<file path="src/rtl/ex_mem_lsu.sv">
// Load/store unit: drives DMEM/IO in the EX cycle; aligns and extends read data one cycle later.
// Latency: stores commit at the EX edge, loads return 1 cycle later; stall freezes the EX/MEM register and gates enables.
module ex_mem_lsu #(
  parameter int         DMEM_AW   = 12,
  parameter logic [3:0] IO_NIBBLE = 4'h8
) (
  input  logic               clk,
  input  logic               rst,
  input  logic               valid,
  input  logic               is_load,
  input  logic               is_store,
  input  logic [2:0]         funct3,
  input  logic [31:0]        addr,
  input  logic [31:0]        store_data,
  input  logic               stall,
  input  logic               flush,
  output logic               dmem_en,
  output logic [3:0]         dmem_we,
  output logic [DMEM_AW-1:0] dmem_addr,
  output logic [31:0]        dmem_din,
  input  logic [31:0]        dmem_dout,
  output logic               io_en,
  output logic               io_we,
  output logic [31:0]        io_addr,
  output logic [31:0]        io_wdata,
  input  logic [31:0]        io_rdata,
  output logic [31:0]        load_data,
  output logic               load_valid,
  output logic               misaligned
);

  logic       is_mem;
  logic       legal_funct3;
  logic       aligned;
  logic       io_sel;
  logic       go;
  logic [3:0] byte_we;

  logic       r_valid;
  logic       r_load;
  logic       r_mis;
  logic [2:0] r_funct3;
  logic [1:0] r_off;
  logic       r_io;

  logic [31:0] word;
  logic [7:0]  byte_sel;
  logic [15:0] half_sel;

  assign is_mem = is_load | is_store;
  assign io_sel = (addr[31:28] == IO_NIBBLE);

  always_comb begin
    legal_funct3 = 1'b0;
    if (is_load) begin
      case (funct3)
        3'd0, 3'd1, 3'd2, 3'd4, 3'd5: legal_funct3 = 1'b1;
        default:                      legal_funct3 = 1'b0;
      endcase
    end else if (is_store) begin
      case (funct3)
        3'd0, 3'd1, 3'd2: legal_funct3 = 1'b1;
        default:          legal_funct3 = 1'b0;
      endcase
    end
  end

  always_comb begin
    case (funct3[1:0])
      2'd0:    aligned = 1'b1;
      2'd1:    aligned = ~addr[0];
      2'd2:    aligned = (addr[1:0] == 2'b00);
      default: aligned = 1'b0;
    endcase
  end

  // rst is folded in so a valid presented during reset never touches memory.
  assign go = valid & is_mem & ~rst & ~stall & ~flush & aligned & legal_funct3;

  assign dmem_en   = go & ~io_sel;
  assign io_en     = go & io_sel;
  assign io_we     = io_en & is_store;
  assign dmem_addr = addr[DMEM_AW+1:2];
  assign io_addr   = addr;
  assign io_wdata  = store_data;

  always_comb begin
    case (funct3[1:0])
      2'd0:    byte_we = 4'b0001 << addr[1:0];
      2'd1:    byte_we = 4'b0011 << addr[1:0];
      default: byte_we = 4'b1111;
    endcase
  end

  assign dmem_we = (dmem_en & is_store) ? byte_we : 4'b0000;

  always_comb begin
    case (funct3[1:0])
      2'd0:    dmem_din = {4{store_data[7:0]}};
      2'd1:    dmem_din = {2{store_data[15:0]}};
      default: dmem_din = store_data;
    endcase
  end

  always_ff @(posedge clk) begin
    if (rst) begin
      r_valid  <= 1'b0;
      r_load   <= 1'b0;
      r_mis    <= 1'b0;
      r_funct3 <= 3'd0;
      r_off    <= 2'd0;
      r_io     <= 1'b0;
    end else if (flush) begin
      r_valid <= 1'b0;
      r_load  <= 1'b0;
      r_mis   <= 1'b0;
    end else if (!stall) begin
      r_valid  <= valid;
      r_load   <= is_load & go;
      r_funct3 <= funct3;
      r_off    <= addr[1:0];
      r_io     <= io_sel;
      r_mis    <= valid & is_mem & ~aligned & legal_funct3;
    end
  end

  // Memory outputs hold while enables are low, so the MEM result is stable across stalls.
  assign word     = r_io ? io_rdata : dmem_dout;
  assign byte_sel = word[{r_off, 3'b000} +: 8];
  assign half_sel = word[{r_off[1], 4'b0000} +: 16];

  always_comb begin
    load_data = 32'd0;
    if (r_load) begin
      case (r_funct3)
        3'd0:    load_data = {{24{byte_sel[7]}}, byte_sel};
        3'd1:    load_data = {{16{half_sel[15]}}, half_sel};
        3'd4:    load_data = {24'd0, byte_sel};
        3'd5:    load_data = {16'd0, half_sel};
        default: load_data = word;
      endcase
    end
  end

  assign load_valid = r_valid & r_load;
  assign misaligned = r_valid & r_mis;

endmodule

</file>
<file path="config.mk">
export PLATFORM = sky130hd
export DESIGN_NAME = ex_mem_lsu
export DESIGN_NICKNAME = d
export VERILOG_FILES = /design/src/rtl/ex_mem_lsu.sv
export SDC_FILE = /design/constraint.sdc
export NUM_CORES = 1
export LEC_CHECK = 0
export ABC_AREA = 0
export CAP_MARGIN = 10
export CORE_AREA = 5 5 109 111
export CTS_CLUSTER_DIAMETER = 200
export DETAILED_ROUTE_END_ITERATION = 8
export DIE_AREA = 0 0 114 116
export GPL_ROUTABILITY_DRIVEN = 0
export PLACE_DENSITY = 0.77
export SYNTH_ARGS = -nofsm -noshare
export SYNTH_HDL_FRONTEND = slang
export SYNTH_SLANG_ARGS = --single-unit
export TNS_END_PERCENT = 5
</file>
<file path="constraint.sdc">
create_clock -name clk -period 4.2 [get_ports clk]
set_input_delay 0.84 -clock clk [delete_from_list [all_inputs] [get_ports clk]]
set_output_delay 0.84 -clock clk [all_outputs]
set_load 0.01 [all_outputs]
</file>
## Yosys cells after proc, flatten, opt, wreduce, memory -nomap -nowiden

Index checks and enable logic that the tools add are counted.

- Bits in read-only memories: 0
- Bits of input ports: 138
- Word-level logic and storage cells: 61
- Bits in latches: 0
- Output and inout port bits: 149
- RAM bits: 0
- Bits in registers: 9
- Memories: 0

- $add $sub $neg: 0
- Mux-type cells: 11
- Reduce and logical (&&, ||, !) cells: 8
- Eq/ne operators: 10
- Shifts and indexed selects: 4
- Multiply operators: 0
- Bitwise operators: 22
- $lt $le $gt $ge: 0
- Divide/modulo/power cells: 0

Operators with widths:

| cell | number |
|---|---|
| case mux 32 bit (4 select lines) | 1 |
| 2-to-1 mux 32 bit | 2 |
| case mux 32 bit (2 select lines) | 1 |
| variable part select 32 x 6 -> 16 bit | 1 |
| variable part select 32 x 6 -> 8 bit | 1 |
| bitwise AND 1 bit | 15 |
| equality test 3 bit (second input constant) | 4 |
| case mux 4 bit (2 select lines) | 1 |
| equality test 3 x 1 -> 1 bit (second input constant) | 2 |
| zero test 3 bit | 2 |
| inverter 1 bit | 6 |
| OR reduction 5 bit | 1 |
| equality test 4 bit (second input constant) | 1 |
| zero test 2 bit | 2 |
| 2-to-1 mux 1 bit | 4 |
| 2-to-1 mux 4 bit | 1 |
| << shifter 1 x 2 -> 4 bit (first input constant) | 1 |
| << shifter 2 x 2 -> 4 bit (first input constant) | 1 |
| equality test 3 x 2 -> 1 bit (second input constant) | 1 |
| case mux 1 bit (3 select lines) | 1 |
| OR reduction 3 bit | 1 |
| equality test 2 x 1 -> 1 bit (second input constant) | 1 |
| equality test 2 bit (second input constant) | 1 |
| AND reduction 2 bit | 1 |
| other kinds (2) | 2 |

## Depth between registers and ports, before layout

- Word-level depth: 10
- Gate-level depth with buffers: 8
- Mapped depth without buffers: 4

## Least setup slack after synthesis

OpenSTA, ideal clock, no wires.

- Path type: in2out
- Start: in funct3[0]
- End: out io_we
- Data arrival time: 2.057 ns
- Setup slack: 1.303 ns
- Stages on the path: 5
- Data required time: 3.360 ns
- Buffers on the path: 1
- Path through: clkbuf_1 > o21a_1 > a211oi_1 > or3b_1 > nor3_1

- Cells in the longest elaborated chain, start to end: 8
- Elaborated cells between the ends (all ways): 19
- Classes of those cells: eq/ne: 6; mux: 5; bitwise: 4; reduce/logical: 4

RTL lines:

| element | RTL line | text |
|---|---|---|
| start: declaration | 12 | `input logic [2:0] funct3,` |
| equality test 3 x 1 -> 1 bit, or another cell as far along | 56, 61 |  |
| OR reduction 3 bit | 61 | `case (funct3)` |
| 2-to-1 mux 1 bit | 61 |  |
| 2-to-1 mux 1 bit | 60 | `end else if (is_store) begin` |
| 2-to-1 mux 1 bit | 55 | `if (is_load) begin` |
| bitwise AND 1 bit * | 78 | `assign go = valid & is_mem & ~rst & ~stall & ~flush & aligned & legal_funct3;` |
| bitwise AND 1 bit * | 81 | `assign io_en = go & io_sel;` |
| bitwise AND 1 bit * | 82 | `assign io_we = io_en & is_store;` |
| end: declaration | 23 | `output logic io_we,` |

Every way passes the cells marked *; elsewhere a longest branch is shown, timed or not.

## Worst setup path in the final report

- Start: in funct3[2]
- End: out io_we

- Cells in the longest elaborated chain, start to end: 8
- Elaborated cells between the ends (all ways): 14
- Classes of those cells: eq/ne: 4; mux: 4; bitwise: 3; reduce/logical: 3

RTL lines:

| element | RTL line |
|---|---|
| equality test 3 x 1 -> 1 bit, or another cell as far along | 56, 61 |
| OR reduction 3 bit | 61 |
| 2-to-1 mux 1 bit | 61 |
| 2-to-1 mux 1 bit | 60 |
| 2-to-1 mux 1 bit * | 55 |
| bitwise AND 1 bit * | 78 |
| bitwise AND 1 bit * | 81 |
| bitwise AND 1 bit * | 82 |

Marks and branches as above.

==> qor.tcl <==
set qor(crit-reg2reg-launch) {r_io}
set qor(worst-endpoint-arrival_ns) 3.06
set qor(num_io_pins) 287
set qor(die_x_um) 114
set qor(finalSetupTns_ns) 0
set qor(drt_first_pass_iters) 4
set qor(nNetsFinal) 624
set qor(ctsRootBufferMaster) {clkbuf_8}
set qor(worstSetupEndpointType) {output pin}
set qor(count_of_flip_flops_with_a_built_in_enable_after_synthesis) 0
set qor(post_cts_resized) 0
set qor(synth_area_leader_cell) {buf_4}
set qor(min-delay-start) {r_valid}
set qor(cts_htree_levels) 1
set qor(multi_input_area_um2) 1920
set qor(hold_viol_final) 0
set qor(layout.filler_cells) 1024
set qor(cts_tree) {yes}
set qor(initialDrtViolationCount) 221
set qor(maximum_number_of_pins_on_one_net_before_global_route_repair) 32
set qor(dpl.hpwl_mm) 9.40
set qor(wl_mm) 11.4
set qor(wire_per_inst_um) 18.2
set qor(power.leakage_nw) 1.58
set qor(run_status) {complete, no violations}
set qor(max-vdd-ir-drop_mv) 0.0684
set qor(postCtsSetupRepairBufs) 0
set qor(post_synth_instance_area_um2) 2880
set qor(critical_path.startpoint) {funct3[2]}
set qor(synth_cell_types) 42
set qor(dp_slack_ns) 0.346
set qor(avg_synthesized_cell_area_um2) 8.12
set qor(clk-insertion-delay-late_ns) 0.23
set qor(cts_made_buffers) 3
set qor(grt_antenna_before_repair) 0
set qor(die-height_um) 116
set qor(tightest_slew_ns) 0.668
set qor(finalSetupViolCount) 0
set qor(route.vias.total) 3136
set qor(layout.core_utilization_pct) 43.6
set qor(synth_seq_cells) 9
set qor(number_of_input_and_output_port_buffers_inserted) 222
set qor(antenna_cells_inserted) 0
set qor(synth-async-reset-ratio_pct) 0
set qor(setup_slack_ns) 0.305
set qor(unrepaired_setup_endpoints_after_global_routing) {false}
set qor(clock_tree.buffer_depth) 2
set qor(final-max-slew-violation-count) 0
set qor(crit_path_start_kind) {input port}
set qor(fmax_mhz) 257
set qor(placeableCoreArea_um2) 10700
set qor(total_of_max_cap_violations) 0
set qor(cp_max_fo) 4
set qor(grt_pass1_wl_mm) 17.1
set qor(synth.cells.most_frequent) {buf_4, mux2i_1, o21ai_0, a21oi_1, mux2_2}
set qor(cts_hold_buffers) 0
set qor(core.rowCount) 38
set qor(netlist_instances) 355
set qor(fp.dieArea_um2) 13200
set qor(ys_dominant_reg_cell) {dfxtp_1}
set qor(grt_pass1_vias) 3310
set qor(worst_setup_hold_path_clk_slew_ns) 0.04
set qor(synth_top_area_share_pct) 22.9
set qor(synthesis.nets) 493
set qor(layout.area.seq_um2) 181
set qor(yosysSeqAreaShare_pct) 6.25
set qor(track_usage_pct) 15.8
set qor(power_density_nw_per_um2) 121
set qor(via_density_per_instance) 5.02
set qor(yosys-top-cells-area) {buf_4, mux2i_1, mux2_2, mux4_2, dfxtp_1}
set qor(synth.most_common_cell) {buf_4}
set qor(report.power.total_uw) 564
set qor(period_minus_slack_ns) 3.90
set qor(grt_overflow_total) 0
set qor(crit_type) {in -> out}
set qor(relSlewSlack_pct) 54.8
set qor(finClkSkew_ns) 0
set qor(min-delay-path-class) {reg -> reg}
set qor(timing.critical_path.required_ns) 3.36
set qor(drive_above_1_share_pct) 12.8
set qor(ant_nets) 0
set qor(hold_ws_ns) 0.494
set qor(timing.final.crit_share_pct) 92.7
set qor(initial_utilization_pct) 27.0
set qor(synth_warnings) 0
set qor(drc) 0
set qor(clock_sink_count) 9
set qor(area_growth_syn_to_layout_pct) 61.6
## worst max-delay path, cell delays in order
cell             delay [ns]
clkdlybuf4s50_1        0.48
o21a_1                 0.23
a211oi_1               0.32
or3b_1                 0.45
nor3_1                 0.16
clkdlybuf4s50_1        0.57
## flip-flops by register name, indices dropped and copies added, names as in the netlist
signal and cells:
r_funct3 3, r_io 1, r_load 1, r_mis 1
r_off 2, r_valid 1
## power breakdown
part,switching [mW],internal [mW],total (mW),leakage [nW]
registers,0.00761,0.0886,0.0962,0.0737
logic,0.143,0.226,0.370,1.48
clock network,0.0319,0.0659,0.0978,0.0228
## metal layers
metal	track usage [%]	up-vias	part of all wire (%)
met1	19.0	1450	39
met2	27.7	167	51
li1	-	1498	-
met4	4.67	0	1.9
met5	0	-	0
met3	4.23	21	8.7
## logic make-up after synthesis
kind of cell,after synthesis,synth area share [%]
mux,73,33.5
compound gates,101,21.9
buf+inv,113,27.2
simple gates,59,11.1
flops,9,6.25
## final timing paths
check,endpoint,cells after the start,slack [ns]
worst max-delay path,io_we,6,0.30
worst min-delay path,r_valid,2,0.49
worst max register to register,r_io,3,2.85
worst min register to register,r_valid,2,0.49
## cells in the final DEF, fill, tap and decap left out, types with 2 or more instances in the layout
master,n
o21ai_0,29
clkbuf_8,3
o211ai_1,4
mux2i_1,31
and2_1,3
clkdlybuf4s50_1,222
buf_4,10
nand2_1,20
a21oi_1,27
nor2_1,14
or2_2,2
o221ai_1,9
a22oi_1,3
o21a_1,6
o21ai_2,2
or4_1,4
mux4_2,11
mux2_2,27
o21ai_1,10
mux4_1,4
dfxtp_1,8
nor2b_1,2
nand3_1,3
nand2b_1,3
o22ai_1,5
inv_1,6
## final cells by class
cell class	count	share of cell area [%]
Tap cell	140	3.76
Clock buffer	4	0.967
Sequential cell	9	3.89
Multi-Input combinational cell	233	41.2
Timing Repair Buffer	233	49.7
Inverter	6	0.483
## through the flow
step	cell area (µm²)	instances
6_report	4660	625
3_5_place_dp	4610	621
2_1_floorplan	2880	355
5_1_grt	4660	625
4_1_cts	4660	625
3_3_place_gp	4610	621
No activity file was read; power rests on OpenSTA's default activity.
